===== src/rtl/pc_seq_unit.sv =====
// pc_seq_unit: program-counter sequencer with optional return-address stack.
// Define PC_SEQ_RAS_EN to build the return-address stack in. Without it,
// call_en behaves as jump_en, ret_en holds and flags ras_unf, and the stack
// status outputs are tied off (ras_empty=1, ras_full=0, ras_ovf=0).
module pc_seq_unit #(
  parameter int unsigned           WIDTH        = 32,
  parameter logic [WIDTH-1:0]      RESET_VECTOR = '0,
  parameter int unsigned           STEP         = 1,
  parameter int unsigned           RAS_DEPTH    = 4
) (
  input  logic             clock,
  input  logic             reset_n,
  input  logic             inc_en,
  input  logic             jump_en,
  input  logic [WIDTH-1:0] jump_addr,
  input  logic             branch_en,
  input  logic [WIDTH-1:0] branch_off,
  input  logic             call_en,
  input  logic             ret_en,
  input  logic             stall,
  input  logic             clr_err,
  output logic [WIDTH-1:0] pc_out,
  output logic             ras_empty,
  output logic             ras_full,
  output logic             ras_ovf,
  output logic             ras_unf
);

  localparam logic [WIDTH-1:0] STEP_W = WIDTH'(STEP);

  logic [WIDTH-1:0] pc_q, pc_d;
  logic             ovf_q, ovf_d;
  logic             unf_q, unf_d;

`ifdef PC_SEQ_RAS_EN
  localparam int unsigned PTR_W = (RAS_DEPTH > 1) ? $clog2(RAS_DEPTH) : 1;
  localparam logic [PTR_W:0] DEPTH_C = (PTR_W + 1)'(RAS_DEPTH);

  // Circular storage: wr_ptr_q points at the next free slot, so a push while
  // full naturally overwrites the oldest entry once the pointer wraps.
  logic [WIDTH-1:0] ras_mem [RAS_DEPTH];
  logic [PTR_W-1:0] wr_ptr_q, wr_ptr_d, top_ptr;
  logic [PTR_W:0]   cnt_q, cnt_d;
  logic             push_en;

  assign top_ptr = wr_ptr_q - PTR_W'(1);
`endif

  // Next-state selection following the fixed request priority.
  always_comb begin
    pc_d  = pc_q;
    ovf_d = ovf_q;
    unf_d = unf_q;
`ifdef PC_SEQ_RAS_EN
    wr_ptr_d = wr_ptr_q;
    cnt_d    = cnt_q;
    push_en  = 1'b0;
`endif
    if (!stall) begin
      // Clearing first lets an error raised this cycle override the clear.
      if (clr_err) begin
        ovf_d = 1'b0;
        unf_d = 1'b0;
      end
      if (ret_en) begin
`ifdef PC_SEQ_RAS_EN
        if (cnt_q != '0) begin
          pc_d     = ras_mem[top_ptr];
          wr_ptr_d = top_ptr;
          cnt_d    = cnt_q - (PTR_W + 1)'(1);
        end else begin
          unf_d = 1'b1;
        end
`else
        unf_d = 1'b1;
`endif
      end else if (call_en) begin
        pc_d = jump_addr;
`ifdef PC_SEQ_RAS_EN
        push_en  = 1'b1;
        wr_ptr_d = wr_ptr_q + PTR_W'(1);
        if (cnt_q == DEPTH_C) begin
          ovf_d = 1'b1;
        end else begin
          cnt_d = cnt_q + (PTR_W + 1)'(1);
        end
`endif
      end else if (jump_en) begin
        pc_d = jump_addr;
      end else if (branch_en) begin
        pc_d = pc_q + branch_off;
      end else if (inc_en) begin
        pc_d = pc_q + STEP_W;
      end
    end
  end

  // Architectural state with asynchronous active-low reset.
  always_ff @(posedge clock or negedge reset_n) begin
    if (!reset_n) begin
      pc_q  <= RESET_VECTOR;
      ovf_q <= 1'b0;
      unf_q <= 1'b0;
`ifdef PC_SEQ_RAS_EN
      wr_ptr_q <= '0;
      cnt_q    <= '0;
`endif
    end else begin
      pc_q  <= pc_d;
      ovf_q <= ovf_d;
      unf_q <= unf_d;
`ifdef PC_SEQ_RAS_EN
      wr_ptr_q <= wr_ptr_d;
      cnt_q    <= cnt_d;
`endif
    end
  end

`ifdef PC_SEQ_RAS_EN
  // Stack storage carries no reset; contents are meaningless once count is 0.
  always_ff @(posedge clock) begin
    if (push_en) begin
      ras_mem[wr_ptr_q] <= pc_q + STEP_W;
    end
  end

  assign ras_empty = (cnt_q == '0);
  assign ras_full  = (cnt_q == DEPTH_C);
  assign ras_ovf   = ovf_q;
`else
  assign ras_empty = 1'b1;
  assign ras_full  = 1'b0;
  assign ras_ovf   = 1'b0;
`endif

  assign pc_out  = pc_q;
  assign ras_unf = unf_q;

endmodule


===== config.mk =====
export PLATFORM = sky130hd
export DESIGN_NAME = pc_seq_unit
export DESIGN_NICKNAME = d
export VERILOG_FILES = /design/src/rtl/pc_seq_unit.sv
export SDC_FILE = /design/constraint.sdc
export NUM_CORES = 1
export LEC_CHECK = 0
export CORE_UTILIZATION = 48
export DETAILED_ROUTE_END_ITERATION = 6
export PLACE_DENSITY = 0.83
export SETUP_SLACK_MARGIN = 0.4
export SLEW_MARGIN = 20
export SYNTH_ARGS = -nofsm -noshare
export SYNTH_HDL_FRONTEND = slang
export SYNTH_SLANG_ARGS = --single-unit

===== constraint.sdc =====
create_clock -name clock -period 3.68 [get_ports clock]
set_input_delay 0.368 -clock clock [delete_from_list [all_inputs] [get_ports clock]]
set_output_delay 0.368 -clock clock [all_outputs]
set_load 0.005 [all_outputs]

==> flow_summary_export.csv, run 1 <==
group,metric,value,unit
status,status,"complete, no violations",
drt,wl_per_cell,15.2,µm
critical_path,path_cells,"clkdlybuf4s50_1 > nand2b_1 > ha_2 > fa_2 > a21oi_2 > nor2b_1 > a311oi_4 > o311ai_4 > o41ai_4 > o31ai_4 > a41oi_2 > xor2_1 > o21ai_1",
cts,path_clk_slew,80,ps
critical_path,worstReg2RegStart,"pc_out[0]",
cts,holdBufCountCts,0,
cells_and_area,ff_latch_area,826,µm²
critical_path,critPathKind,"input port to flip-flop",
critical_path,arrival,3250,ps
critical_path,crit_path_end_kind,"flip-flop",
power_and_ir_drop,clockPowerShare,0.202,
sta,tightest_slew,563,ps
global_routing,track_usage,0.264,
sta,maxSlewHeadroom,0.625,
synth,synth_cells,435,
synth,synth_area_per_cell,7.77,µm²
global_routing,antenna_found_initial,0,
floorplanning,ios,109,
power_and_ir_drop,p_leak,1.99,nW
drt,top_layer_used,"met4",
drt,viasPerCell,5.64,
synth,synth-seq-cells,33,
drt,drtIter0Drc,219,
sta,setup_tns,0,ps
sta,whs,483,ps
drt,num_vias,3567,
sta,fin_crit_sh,0.835,
cts,clk_path_buf_depth,2,
cts,numCtsBuffers,5,
sta,fmax,325,MHz
critical_path,crit_path_max_incr_delay,500,ps
global_routing,grt_pass1_wl,15800,µm
drt,dr_wl_met3,620,µm
cells_and_area,layout-drive-gt1-share,0.0616,
power_and_ir_drop,netSwitchingPower,0.697,mW
global_routing,grt_start_max_net_pins,44,
sta,setup_viol,0,
power_and_ir_drop,share_comb_of_total_power,0.527,
cells_and_area,antenna_cells,0,
floorplanning,dieArea,7380,µm²
synth,yosys_warnings,0,
placed_design,place.gp.congestion,0.931,
synth,synth_edf_count,0,
drt,detail_route.wirelength,9610,µm
cells_and_area,synthToLayoutAreaGrowth,37.5,%
sta,drv_slew,0,
critical_path,cp-startpoint,"branch_off[0]",
synth,synth_cell_types,53,
global_routing,grt_pass1_vias,3545,
cells_and_area,multi_input_area,2440,µm²
drt,wl_met1,4150,µm
cts,cts_max_level,2,
floorplanning,rows,30,
critical_path,r2r_slack,790,ps
placed_design,dp_hpwl,7360,µm
hold_path,holdCritPathClass,"input port to async pin",
run,cap_viol_max_count,0,
synth,syn_area,3380,µm²
floorplanning,die_width,85.9,µm
synth,yosysSeqAreaShare,0.244,
power_and_ir_drop,switching_share,0.381,
synth,synth-async-reset-ratio,1.00,
critical_path,critical_path.slowest_cell,"o41ai_4",
power_and_ir_drop,internal_power,1.13,mW
sta,finalCriticalPeriod,3070,ps
power_and_ir_drop,peakVddDrop,0.000176,V
drt,drc,0,
cts,clock_latency,300,ps
sta,final_hold_viol_count,0,
cells_and_area,nNetsFinal,640,
drt,ant_nets,0,
cts,root_buffer,"clkbuf_8",
cts,tritoncts,"done",
sta,clock_skew,11.3,ps
critical_path,start_kind,"input port",
placed_design,io_buffers,105,
floorplanning,coreArea,6790,µm²
drt,wl_met2,4750,µm
power_and_ir_drop,power_density,394,nW/µm²
sta,rsz0062_at_grt,"no",
global_routing,grt-ovfl-total,0,
critical_path,cp_max_fo,3,
cts,cts.sinks,33,
floorplanning,die_h,85.9,µm
cells_and_area,fillers,566,
drt,firstDrtPassIters,5,
synth,ys.flop_type,"dfrtp_1",
floorplanning,start_util,0.498,
critical_path,critical_path_required,3860,ps
power_and_ir_drop,p_seq_frac,0.271,
==> timing repair <==
item | CTS | global route
pin swaps | 1 | 3
setup buffers | 0 | 0
endpoints found under the setup margin | 1 | 12
gates resized for setup | 0 | 4
==> path summary, 6_finish.rpt <==
check	to	cells after the start
max	pc_out[28]	13
min reg2reg	pc_out[8]	2
min in group clock	pc_out[8]	2
max in group asynchronous	pc_out[15]	2
max reg2reg	pc_out[28]	11
min	pc_out[21]	2
==> metal layers <==
metal	track usage	up-vias
met5	0	-
met4	0.0788	0
met3	0.0385	12
met2	0.472	137
met1	0.328	1677
li1	-	1741
==> stage by stage <==
step | util | setup WS [ps] | total power [mW] | area [µm²] | instances
5_1_grt | 0.684 | 438 | 1.95 | 4650 | 632
3_3_place_gp | 0.665 | 197 | 1.42 | 4520 | 624
4_1_cts | 0.682 | 407 | 1.82 | 4640 | 632
3_5_place_dp | 0.665 | 78.7 | 1.44 | 4520 | 624
6_report | 0.684 | 606 | 1.83 | 4650 | 632
2_1_floorplan | - | 757 | 1.09 | 3380 | 436
==> final cells by class <==
type	count	share of cell area
clock inverters	1	0.00646
clock buffers	7	0.0186
flip-flops and latches	33	0.178
well taps	96	0.0258
multi-input cells	375	0.526
repair buffers	114	0.241
inverters	6	0.00484
==> logic make-up after synthesis <==
group / Yosys count / share of synthesized area
AO/OA/AOI/OAI: 159 / 0.300
XOR/XNOR: 30 / 0.0777
adder cells (fa/ha/maj): 32 / 0.121
buffers and inverters: 28 / 0.0389
flip-flops: 33 / 0.244
other: 2 / 0.00222
AND/OR/NAND/NOR: 151 / 0.216
==> state kept, by name, summed over array words and instances (netlist names) <==
signal and cells:
pc_out 32, ras_unf 1
==> critical path, delay by kind of cell <==
family                     cells  cell delay, ps
buffers and inverters          1             390
xor gates and xnor gates       1             190
and+or+nand+nor                2             230
adders and majority gates      2             560
AOI/OAI and AO/OA              7            1520
==> Yosys cell counts, drive strengths merged, types with 3 or more instances <==
cell type,count,area [µm²]
buf,7,52.6
a31oi,5,31.3
or3,4,25.0
xnor2,13,114
a211oi,4,30.0
nor2b,6,40.0
a21o,13,100
inv,6,22.5
clkbuf,15,56.3
o21bai,4,30.0
nand4,3,18.8
and2,30,188
ha,31,388
nor3,6,35.0
o22ai,4,25.0
nand3,3,15.0
o21ai,39,195
dfrtp,33,826
xor2,17,149
nor2,41,154
nand2,45,169
o21a,3,22.5
a21oi,71,370
a21boi,3,22.5
and3,6,38.8
==> cell usage in the layout (no fill, tap or decap), drive strengths merged, types with 3 or more instances in the layout <==
cell type	synthesis	final
o21ai	39	39
a211oi	4	4
xor2	17	17
nor3	6	6
nor2	41	41
and3	6	6
nand3	3	3
o21a	3	3
nand2	45	45
a21boi	3	3
ha	31	31
nor2b	6	6
buf	7	9
and2	30	30
clkdlybuf4s50	0	104
inv	6	6
a31oi	5	5
xnor2	13	13
a21oi	71	71
conb	2	3
o22ai	4	4
dfrtp	33	33
o21bai	4	4
nand4	3	3
a21o	13	13
or3	4	4
clkbuf	15	7
==> power by group through the flow <==
stage	registers [mW]	logic, mW	clock network (mW)
2_1_floorplan	0.492	0.598	0
3_3_place_gp	0.498	0.924	0
3_5_place_dp	0.500	0.943	0
4_1_cts	0.494	0.951	0.375
5_1_grt	0.502	1.06	0.388
6_report	0.495	0.965	0.370
(Power assumes the default switching activity.)
==> run 2: changes to the inputs <==
- CORE_UTILIZATION: 48 -> 43
- PLACE_DENSITY: 0.83 -> 0.78
- clock period: 3.68 -> 2.7 ns (I/O delays scaled with it)
==> run 2 against run 1 <==
Against the previous run: the run now ends with setup timing left; clock skew about the same; largest power group unchanged; routed wire length rose by 30%; global-route usage is 1.8 points higher; combinational power grew 100%; utilization increased by 11 points; register-to-register slack lost 810 ps; sequential cell count unchanged; count of clock-buffer cells in the layout unchanged.
==> flow_summary_export.csv, run 2 (synthesis results as in run 1) <==
group,metric,value,unit
cells_and_area,multi_input_area,2890,µm²
cts,numCtsBuffers,5,
cts,clock_latency,290,ps
power_and_ir_drop,p_leak,2.60,nW
cells_and_area,synthToLayoutAreaGrowth,73.9,%
sta,finalCriticalPeriod,2720,ps
global_routing,grt.met2_usage,0.467,
status,violations,"setup timing",
cts,tritoncts,"done",
cells_and_area,layout-drive-gt1-share,0.308,
critical_path,r2r_slack,-20,ps
drt,drtIter0Drc,255,
critical_path,arrival,2900,ps
cts,root_buffer,"clkbuf_8",
sta,clock_skew,10.9,ps
global_routing,grt-ovfl-total,0,
placed_design,io_buffers,105,
global_routing,grt_start_max_net_pins,44,
drt,viasPerCell,5.57,
cells_and_area,ff_latch_area,827,µm²
global_routing,met3_usage,0.0404,
cts,path_clk_slew,80,ps
floorplanning,die_width,90.7,µm
power_and_ir_drop,peakVddDrop,0.000267,V
drt,detail_route.wirelength,12500,µm
cts,clk_path_buf_depth,2,
global_routing,antenna_found_initial,0,
drt,ant_nets,0,
global_routing,met1_usage,0.385,
sta,rsz0062_at_grt,"yes",
hold_path,holdCritPathClass,"input port to async pin",
drt,firstDrtPassIters,5,
cells_and_area,fin_cells,735,
critical_path,critical_path_required,2880,ps
cts,cts_max_level,2,
drt,num_vias,4097,
run,cap_viol_max_count,0,
sta,drv_slew,0,
cts,cts.sinks,33,
placed_design,placed_area,5280,µm²
cells_and_area,fillers,470,
critical_path,crit_path_end_kind,"flip-flop",
critical_path,reg2reg_to,"pc_out[28]",
critical_path,worstReg2RegStart,"pc_out[0]",
cells_and_area,stdcell_area,5880,µm²
critical_path,cp-startpoint,"pc_out[0]",
placed_design,dp_hpwl,8540,µm
sta,fmax,367,MHz
floorplanning,start_util,0.456,
floorplanning,coreArea,7410,µm²
global_routing,track_usage,0.283,
floorplanning,die_h,90.7,µm
global_routing,grt-busiest-layer,"met2",
sta,final_hold_viol_count,0,
cells_and_area,mostFrequentLayoutCell,"buf_4",
floorplanning,dieArea,8220,µm²
cells_and_area,nNetsFinal,740,
drt,wl_per_cell,17.0,µm
critical_path,cp_max_fo,3,
cells_and_area,largest_reg_flops,32,
critical_path,worstRegToRegCells,12,
critical_path,start_kind,"flip-flop",
sta,setup_viol,2,
sta,fin_crit_sh,1.01,
drt,drc,0,
power_and_ir_drop,power_density,539,nW/µm²
placed_design,place_inst,710,
cells_and_area,antenna_cells,0,
global_routing,grt_pass1_vias,3936,
floorplanning,ios,109,
sta,setup_slack,-22.4,ps
sta,setup_tns,-28.1,ps
floorplanning,rows,31,
critical_path,critPathKind,"flip-flop to flip-flop",
cells_and_area,layout_common_cells,"buf_4, clkdlybuf4s50_1, a21oi_1",
global_routing,grt_pass1_wl,18800,µm
placed_design,place.gp.congestion,0.900,
status,status,"finished, violations left",
==> run 2: changes by cell type in the layout (fill, tap and decap cells not counted), sizes merged <==
cell	previous run	this run
buf	9	110
clkdlybuf4s50	104	99
dlygate4sd2	0	4
==> run 2: critical path, stage by stage, from the launching register on <==
cell      delay (ps)
dfrtp_1          430
ha_4             180
fa_2             370
a21oi_4          200
nor2b_4           70
a311oi_4         270
o311ai_4         150
o41ai_4          210
buf_4            190
o31ai_4           80
a41oi_2          190
xor2_1           180
o21ai_1           70
==> run 2: per-stage QoR <==
step	setup WS [ps]	total power [mW]	utilization	hold slack, ps
floorplan	138	1.56	-	-25.6
global placement	-488	2.31	0.713	499
detailed placement	-628	2.34	0.713	518
CTS	-15.5	2.97	0.759	402
global route	-112	3.34	0.794	456
finish	-22.4	3.17	0.794	389
==> run 2: timing repair <==
action	in CTS	in global routing
setup endpoints to repair	26	24
hold buffers	0	0
setup buffers	9	8
pin swaps	29	36
resized for setup	48	39
gates cloned	0	0
==> run 2: how the worst max path moves through the flow <==
stage	end	slack (ps)	cells past startpoint
after CTS	pc_out[24]	-20	12
final	pc_out[28]	-20	12
after global routing	pc_out[30]	-110	12
after global placement	pc_out[25]	-490	14
after floorplan	pc_out[28]	140	11
after detailed placement	pc_out[29]	-630	12
==> run 2: area by class of cell <==
cell class                 count  area share
clock buffer                   7      0.0147
clock inverter                 1     0.00511
inverter                       6     0.00383
multi-input combinational    375       0.492
sequential                    33       0.141
tap                           99      0.0211
timing repair buffer         214       0.322
==> run 2: per-layer routing <==
| layer | share of wire | wire length, µm |
|---|---|---|
| met3 | 0.059 | 733 |
| met4 | 0.024 | 297 |
| met1 | 0.44 | 5460 |
| met5 | 0 | 0 |
| met2 | 0.48 | 5980 |
==> run 2: power by group <==
part           switching [mW]  internal (mW)  leakage, nW
Combinational           0.891           1.08         2.15
Clock                   0.207          0.301       0.0585
Sequential              0.107          0.585        0.389
Total                    1.20           1.97         2.60
==> run 3: changes to the inputs <==
- PLACE_DENSITY: 0.78 -> default
- PLACE_DENSITY_LB_ADDON: default -> 0.12
==> run 3 against run 2 <==
Against the previous run: the run now ends clean; count of clock-buffer cells in the layout unchanged; global-route usage increased by 0.21 points; critical path depth decreased by 1; clock skew decreased by 1.8 ps; die area unchanged; critical endpoint is now pc_out[24]; via count decreased by 1.9%; first-iteration DRC count decreased by 25%; final cell count decreased by 0.68%; routed wire length decreased by 4.5%; sequential power about the same; clock power decreased by 11%; largest cell class unchanged; worst setup slack improved by 62 ps.
==> flow_summary_export.csv, run 3 (synthesis results as in run 1) <==
group,metric,value,unit
placed_design,io_buffers,105,
hold_path,holdCritPathClass,"input port to async pin",
power_and_ir_drop,p_seq_frac,0.226,
cts,clk_path_buf_depth,2,
cells_and_area,fillers,523,
critical_path,cp_max_fo,3,
sta,rsz0062_at_grt,"yes",
cells_and_area,ff_latch_area,827,µm²
power_and_ir_drop,share_comb_of_total_power,0.627,
power_and_ir_drop,switching_share,0.388,
cts,clock_latency,300,ps
drt,drc,0,
sta,fin_crit_sh,0.985,
critical_path,arrival,2840,ps
sta,final_hold_viol_count,0,
status,status,"complete, no violations",
power_and_ir_drop,p_leak,2.56,nW
global_routing,grt-ovfl-total,0,
placed_design,placed_area,5230,µm²
cells_and_area,synthToLayoutAreaGrowth,71.6,%
drt,ant_nets,0,
cells_and_area,layout-drive-gt1-share,0.296,
power_and_ir_drop,internal_power,1.87,mW
placed_design,dp_hpwl,8450,µm
cells_and_area,mostFrequentLayoutCell,"clkdlybuf4s50_1",
cts,path_clk_slew,80,ps
sta,clock_skew,9.07,ps
floorplanning,start_util,0.456,
cts,tritoncts,"done",
power_and_ir_drop,p_total,3.06,mW
placed_design,place.gp.congestion,0.909,
cells_and_area,stdcell_area,5800,µm²
drt,firstDrtPassIters,5,
cells_and_area,multi_input_area,2850,µm²
sta,finalCriticalPeriod,2660,ps
critical_path,worstReg2RegStart,"pc_out[0]",
critical_path,start_kind,"flip-flop",
critical_path,worstRegToRegCells,11,
drt,wl_per_cell,16.3,µm
critical_path,reg2reg_to,"pc_out[24]",
floorplanning,ios,109,
critical_path,critPathKind,"flip-flop to flip-flop",
power_and_ir_drop,peakVddDrop,0.000324,V
cells_and_area,largest_reg_flops,32,
power_and_ir_drop,power_density,527,nW/µm²
critical_path,r2r_slack,40,ps
cells_and_area,nNetsFinal,735,
cells_and_area,antenna_cells,0,
sta,setup_viol,0,
global_routing,track_usage,0.285,
global_routing,antenna_found_initial,0,
global_routing,grt_pass1_vias,4074,
floorplanning,coreArea,7410,µm²
cts,cts.sinks,33,
floorplanning,die_width,90.7,µm
power_and_ir_drop,netSwitchingPower,1.19,mW
power_and_ir_drop,clockPowerShare,0.147,
floorplanning,die_h,90.7,µm
critical_path,crit_path_end_kind,"flip-flop",
cts,numCtsBuffers,5,
drt,drtIter0Drc,191,
cells_and_area,layout_common_cells,"clkdlybuf4s50_1, buf_4, a21oi_1",
sta,drv_slew,0,
cts,root_buffer,"clkbuf_8",
run,cap_viol_max_count,0,
global_routing,grt_start_max_net_pins,44,
floorplanning,dieArea,8220,µm²
critical_path,critical_path_required,2880,ps
sta,fmax,376,MHz
global_routing,grt_pass1_wl,19000,µm
drt,num_vias,4018,
drt,viasPerCell,5.50,
floorplanning,rows,31,
drt,detail_route.wirelength,11900,µm
cts,cts_max_level,2,
-- run 3: cell count changes in the layout (fill, tap and decap cells not counted), moves of 2 or more --
cell and delta:
a21oi_2 -3, o21ai_4 +2, a21oi_1 +3, buf_6 +4
buf_4 -9
-- run 3: metrics by stage --
stage           util  std cells  setup WS, ps  hold WS [ps]  setup TNS [ps]
2_1_floorplan      -        436           138         -25.6               0
3_3_place_gp   0.706        703          -530           496           -8080
3_5_place_dp   0.706        703          -593           502          -10140
4_1_cts        0.759        724          -152           409            -529
5_1_grt        0.783        730          -107           455            -373
6_report       0.783        730          40.1           388               0
-- run 3: metal layers --
| metal | up-vias | GRT usage | share of wire |
|---|---|---|---|
| met5 | - | 0 | 0 |
| met4 | 0 | 0.0981 | 0.021 |
| met3 | 24 | 0.0480 | 0.061 |
| met2 | 156 | 0.489 | 0.49 |
| met1 | 1905 | 0.359 | 0.43 |
| li1 | 1933 | - | - |
-- run 3: area by class of cell --
class	instances	share of cell area
flip-flops and latches	33	0.143
well taps	99	0.0214
inverters	6	0.00388
clock inverters	1	0.000863
clock buffers	7	0.0166
repair buffers	209	0.323
multi-input cells	375	0.492
-- run 3: what timing repair did --
item,CTS,global route
setup buffers,13,6
hold buffers,0,0
pin swaps,44,40
setup endpoints to repair,25,25
endpoints found under the hold margin,0,0
resized for setup,54,31
-- run 3: worst max-delay path, stage by stage, from the launching register on --
cell and delay (ps):
dfrtp_1 420, ha_4 180, fa_2 360, a21oi_4 160, nor2b_4 70, a311oi_4 280, o311ai_4 140, o41ai_4 340
o31ai_4 120, a21boi_2 140, xor2_1 230, a21oi_1 100
-- run 3: how the worst max path moves through the flow --
stage          startpoint         end  slack, ps  cells after the start
3_5_place_dp    branch_en  pc_out[24]       -590                     12
2_1_floorplan   pc_out[0]  pc_out[28]        140                     11
6_report        pc_out[0]  pc_out[24]         40                     11
5_1_grt         pc_out[0]  pc_out[24]       -110                     11
4_1_cts         pc_out[0]  pc_out[24]       -150                     11
3_3_place_gp    branch_en  pc_out[24]       -530                     13
-- run 3: power by group through the flow --
| stage | Combinational [mW] | Clock [mW] | Sequential, mW |
|---|---|---|---|
| floorplan | 0.876 | 0 | 0.681 |
| CTS | 1.79 | 0.454 | 0.687 |
| global placement | 1.59 | 0 | 0.690 |
| finish | 1.92 | 0.451 | 0.691 |
| detailed placement | 1.63 | 0 | 0.693 |
| global route | 2.07 | 0.470 | 0.701 |
==> patch, RTL diff (settings of run 3) <==
The parameter `WIDTH` goes from 32 to 64.
--- a/src/rtl/pc_seq_unit.sv
+++ b/src/rtl/pc_seq_unit.sv
@@ -5,3 +5,3 @@
 module pc_seq_unit #(
-  parameter int unsigned           WIDTH        = 32,
+  parameter int unsigned           WIDTH        = 64,
   parameter logic [WIDTH-1:0]      RESET_VECTOR = '0,
Ports: changed (resized branch_off, jump_addr and pc_out); port bits go from 109 to 205. The function was not compared with the original's and may differ.
==> patch against run 3 <==
- the flow now finishes with violations (negative setup slack)
- setup slack lost 0.24 ns
- global-route usage grew 5.2 points
- combinational power grew 140%
- critical path type unchanged
- via count grew 130%
- cell area grew 130%
- area after synthesis grew 110%
- sequential cell count grew 32
- wire length grew 150%
- non-clock buffer count grew 271
- power grew 140%
- synthesized cell count grew 120%
==> patch: results (changes against run 3) <==
Final setup viols - 26 (+26)
Fin Clk Skew - 0.00665 ns (-0.00243 ns)
worst skew pair latency - 0.35 ns (+0.05 ns)
Setup TNS - -1.92 ns (-1.92 ns)
CTS root buf - clkbuf_16
Peak VDD IR - 0.000393 V (+21%)
commonest cells in the netlist - a21oi_1, nand2_1, nor2_1
failing checks - negative setup slack
vias per cell - 5.62 (+2.1%)
CTS H-tree depth - 3 (+1)
busiest layer in global routing - met2
GP Congestion - 0.930 (+2.3%)
TritonCTS buffer count - 9 (+4)
met1 wire length - 13.0 mm (+160%)
M1 GR Usage - 0.435 (+0.0759)
first-pass GRT wire length - 44.6 mm (+130%)
largest net degree at the start of global routing - 86 (+95%)
final setup margin - -0.196 ns (-0.236 ns)
vias in the first global route - 8931 (+120%)
leak pwr - 5.85 nW (+130%)
status - complete, but fails checks
clock slew at reported path FFs - 0.06 ns (-0.02 ns)
Final HPWL DP - 20.9 mm (+150%)
Iter 0 DRT Violations - 691 (+260%)
nets - 1610 (+120%)
max FFs per register - 64 (+100%)
Area contributors post-synth - dfrtp_1, ha_1, a21oi_1
final WL - 29.7 mm (+150%)
share of post-route cells with drive strength above 1 - 0.361 (+0.0650)
Met3 Wirelength - 1.81 mm (+150%)
met2 usage - 0.569 (+0.0797)
Worst Path Arrival - 3.17 ns (+0.33 ns)
library cells used by synthesis - 65 (+23%)
# port buffers - 201 (+91%)
met3 Usage GRT - 0.0513 (+0.00332)
met2 wire len - 14.0 mm (+140%)
Tot GR Track Use - 0.337 (+0.0524)
register area share after synthesis - 0.228 (-0.0166)
==> patch: cell types whose count changed in the layout (fill, tap and decap cells not counted), moves of 25 or more <==
cell,run 3,this run
a21oi_1,58,100
nand2_1,45,101
nor2_1,40,73
buf_4,91,239
a21o_1,11,37
ha_4,10,35
clkdlybuf4s50_1,100,183
dfrtp_1,32,64
==> patch: cell type report <==
cell class / instances / area, um^2
inverter: 19 / 71.3
timing repair buffer: 480 / 4320
tap: 216 / 270
clock buffer: 13 / 250
multi-input combinational: 834 / 6650
clock inverter: 3 / 40.0
sequential: 65 / 1630
fill: 978 / 2840
==> patch: path summary, 6_finish.rpt <==
| check | to | cells past startpoint | slack [ns] | startpoint |
|---|---|---|---|---|
| worst max-delay path | pc_out[57] | 14 | -0.20 | pc_out[9] |
| worst min-delay path | pc_out[4] | 2 | 0.31 | reset_n |
| worst max register to register | pc_out[57] | 14 | -0.20 | pc_out[9] |
| worst min register to register | ras_unf | 2 | 0.51 | ras_unf |
| max in group asynchronous | pc_out[32] | 3 | 1.75 | reset_n |
| min in group clock | pc_out[0] | 3 | 0.49 | jump_addr[0] |
==> patch: what timing repair did <==
| item | CTS | global route |
|---|---|---|
| resized for setup | 159 | 98 |
| hold buffers | 1 | 0 |
| pin swaps | 98 | 84 |
| buffers inserted | 34 | 14 |
| hold endpoints to repair | 7 | 0 |
| setup endpoints to repair | 55 | 58 |
==> patch: kinds of logic after synthesis <==
logic type      after synthesis  synth area share
compound gates              349             0.296
xor+xnor                     53            0.0650
fa+ha+maj                    64             0.113
buf+inv                      77            0.0443
flops                        65             0.228
mux                           5           0.00718
other cells                   2           0.00105
simple gates                360             0.246
==> patch: through the flow <==
step / cells / setup WS [ns] / utilization / cell area (um^2)
floorplan: 976 / -0.146 / - / 7660
global placement: 1565 / -0.560 / 0.714 / 11500
detailed placement: 1565 / -0.596 / 0.714 / 11500
CTS: 1616 / -0.152 / 0.790 / 12700
global route: 1630 / -0.308 / 0.823 / 13200
finish: 1630 / -0.196 / 0.823 / 13200
==> patch: power by group <==
part           internal (W)  leakage, nW  switching [W]  total [W]
logic               0.00249         4.94        0.00213    0.00462
registers           0.00115        0.763       0.000196    0.00135
clock network      0.000739        0.144       0.000489    0.00123
==> patch: worst max-delay path, stage by stage, from the launching register on <==
cell and delay (ns):
dfrtp_1 0.41, ha_4 0.29, buf_4 0.11, nand4_1 0.16
nor2_2 0.14, o211ai_1 0.10, buf_4 0.17, a2111oi_4 0.37
buf_4 0.19, o31ai_4 0.07, a21oi_4 0.22, a41oi_2 0.13
xnor2_1 0.18, nand2_1 0.08, a31oi_1 0.18
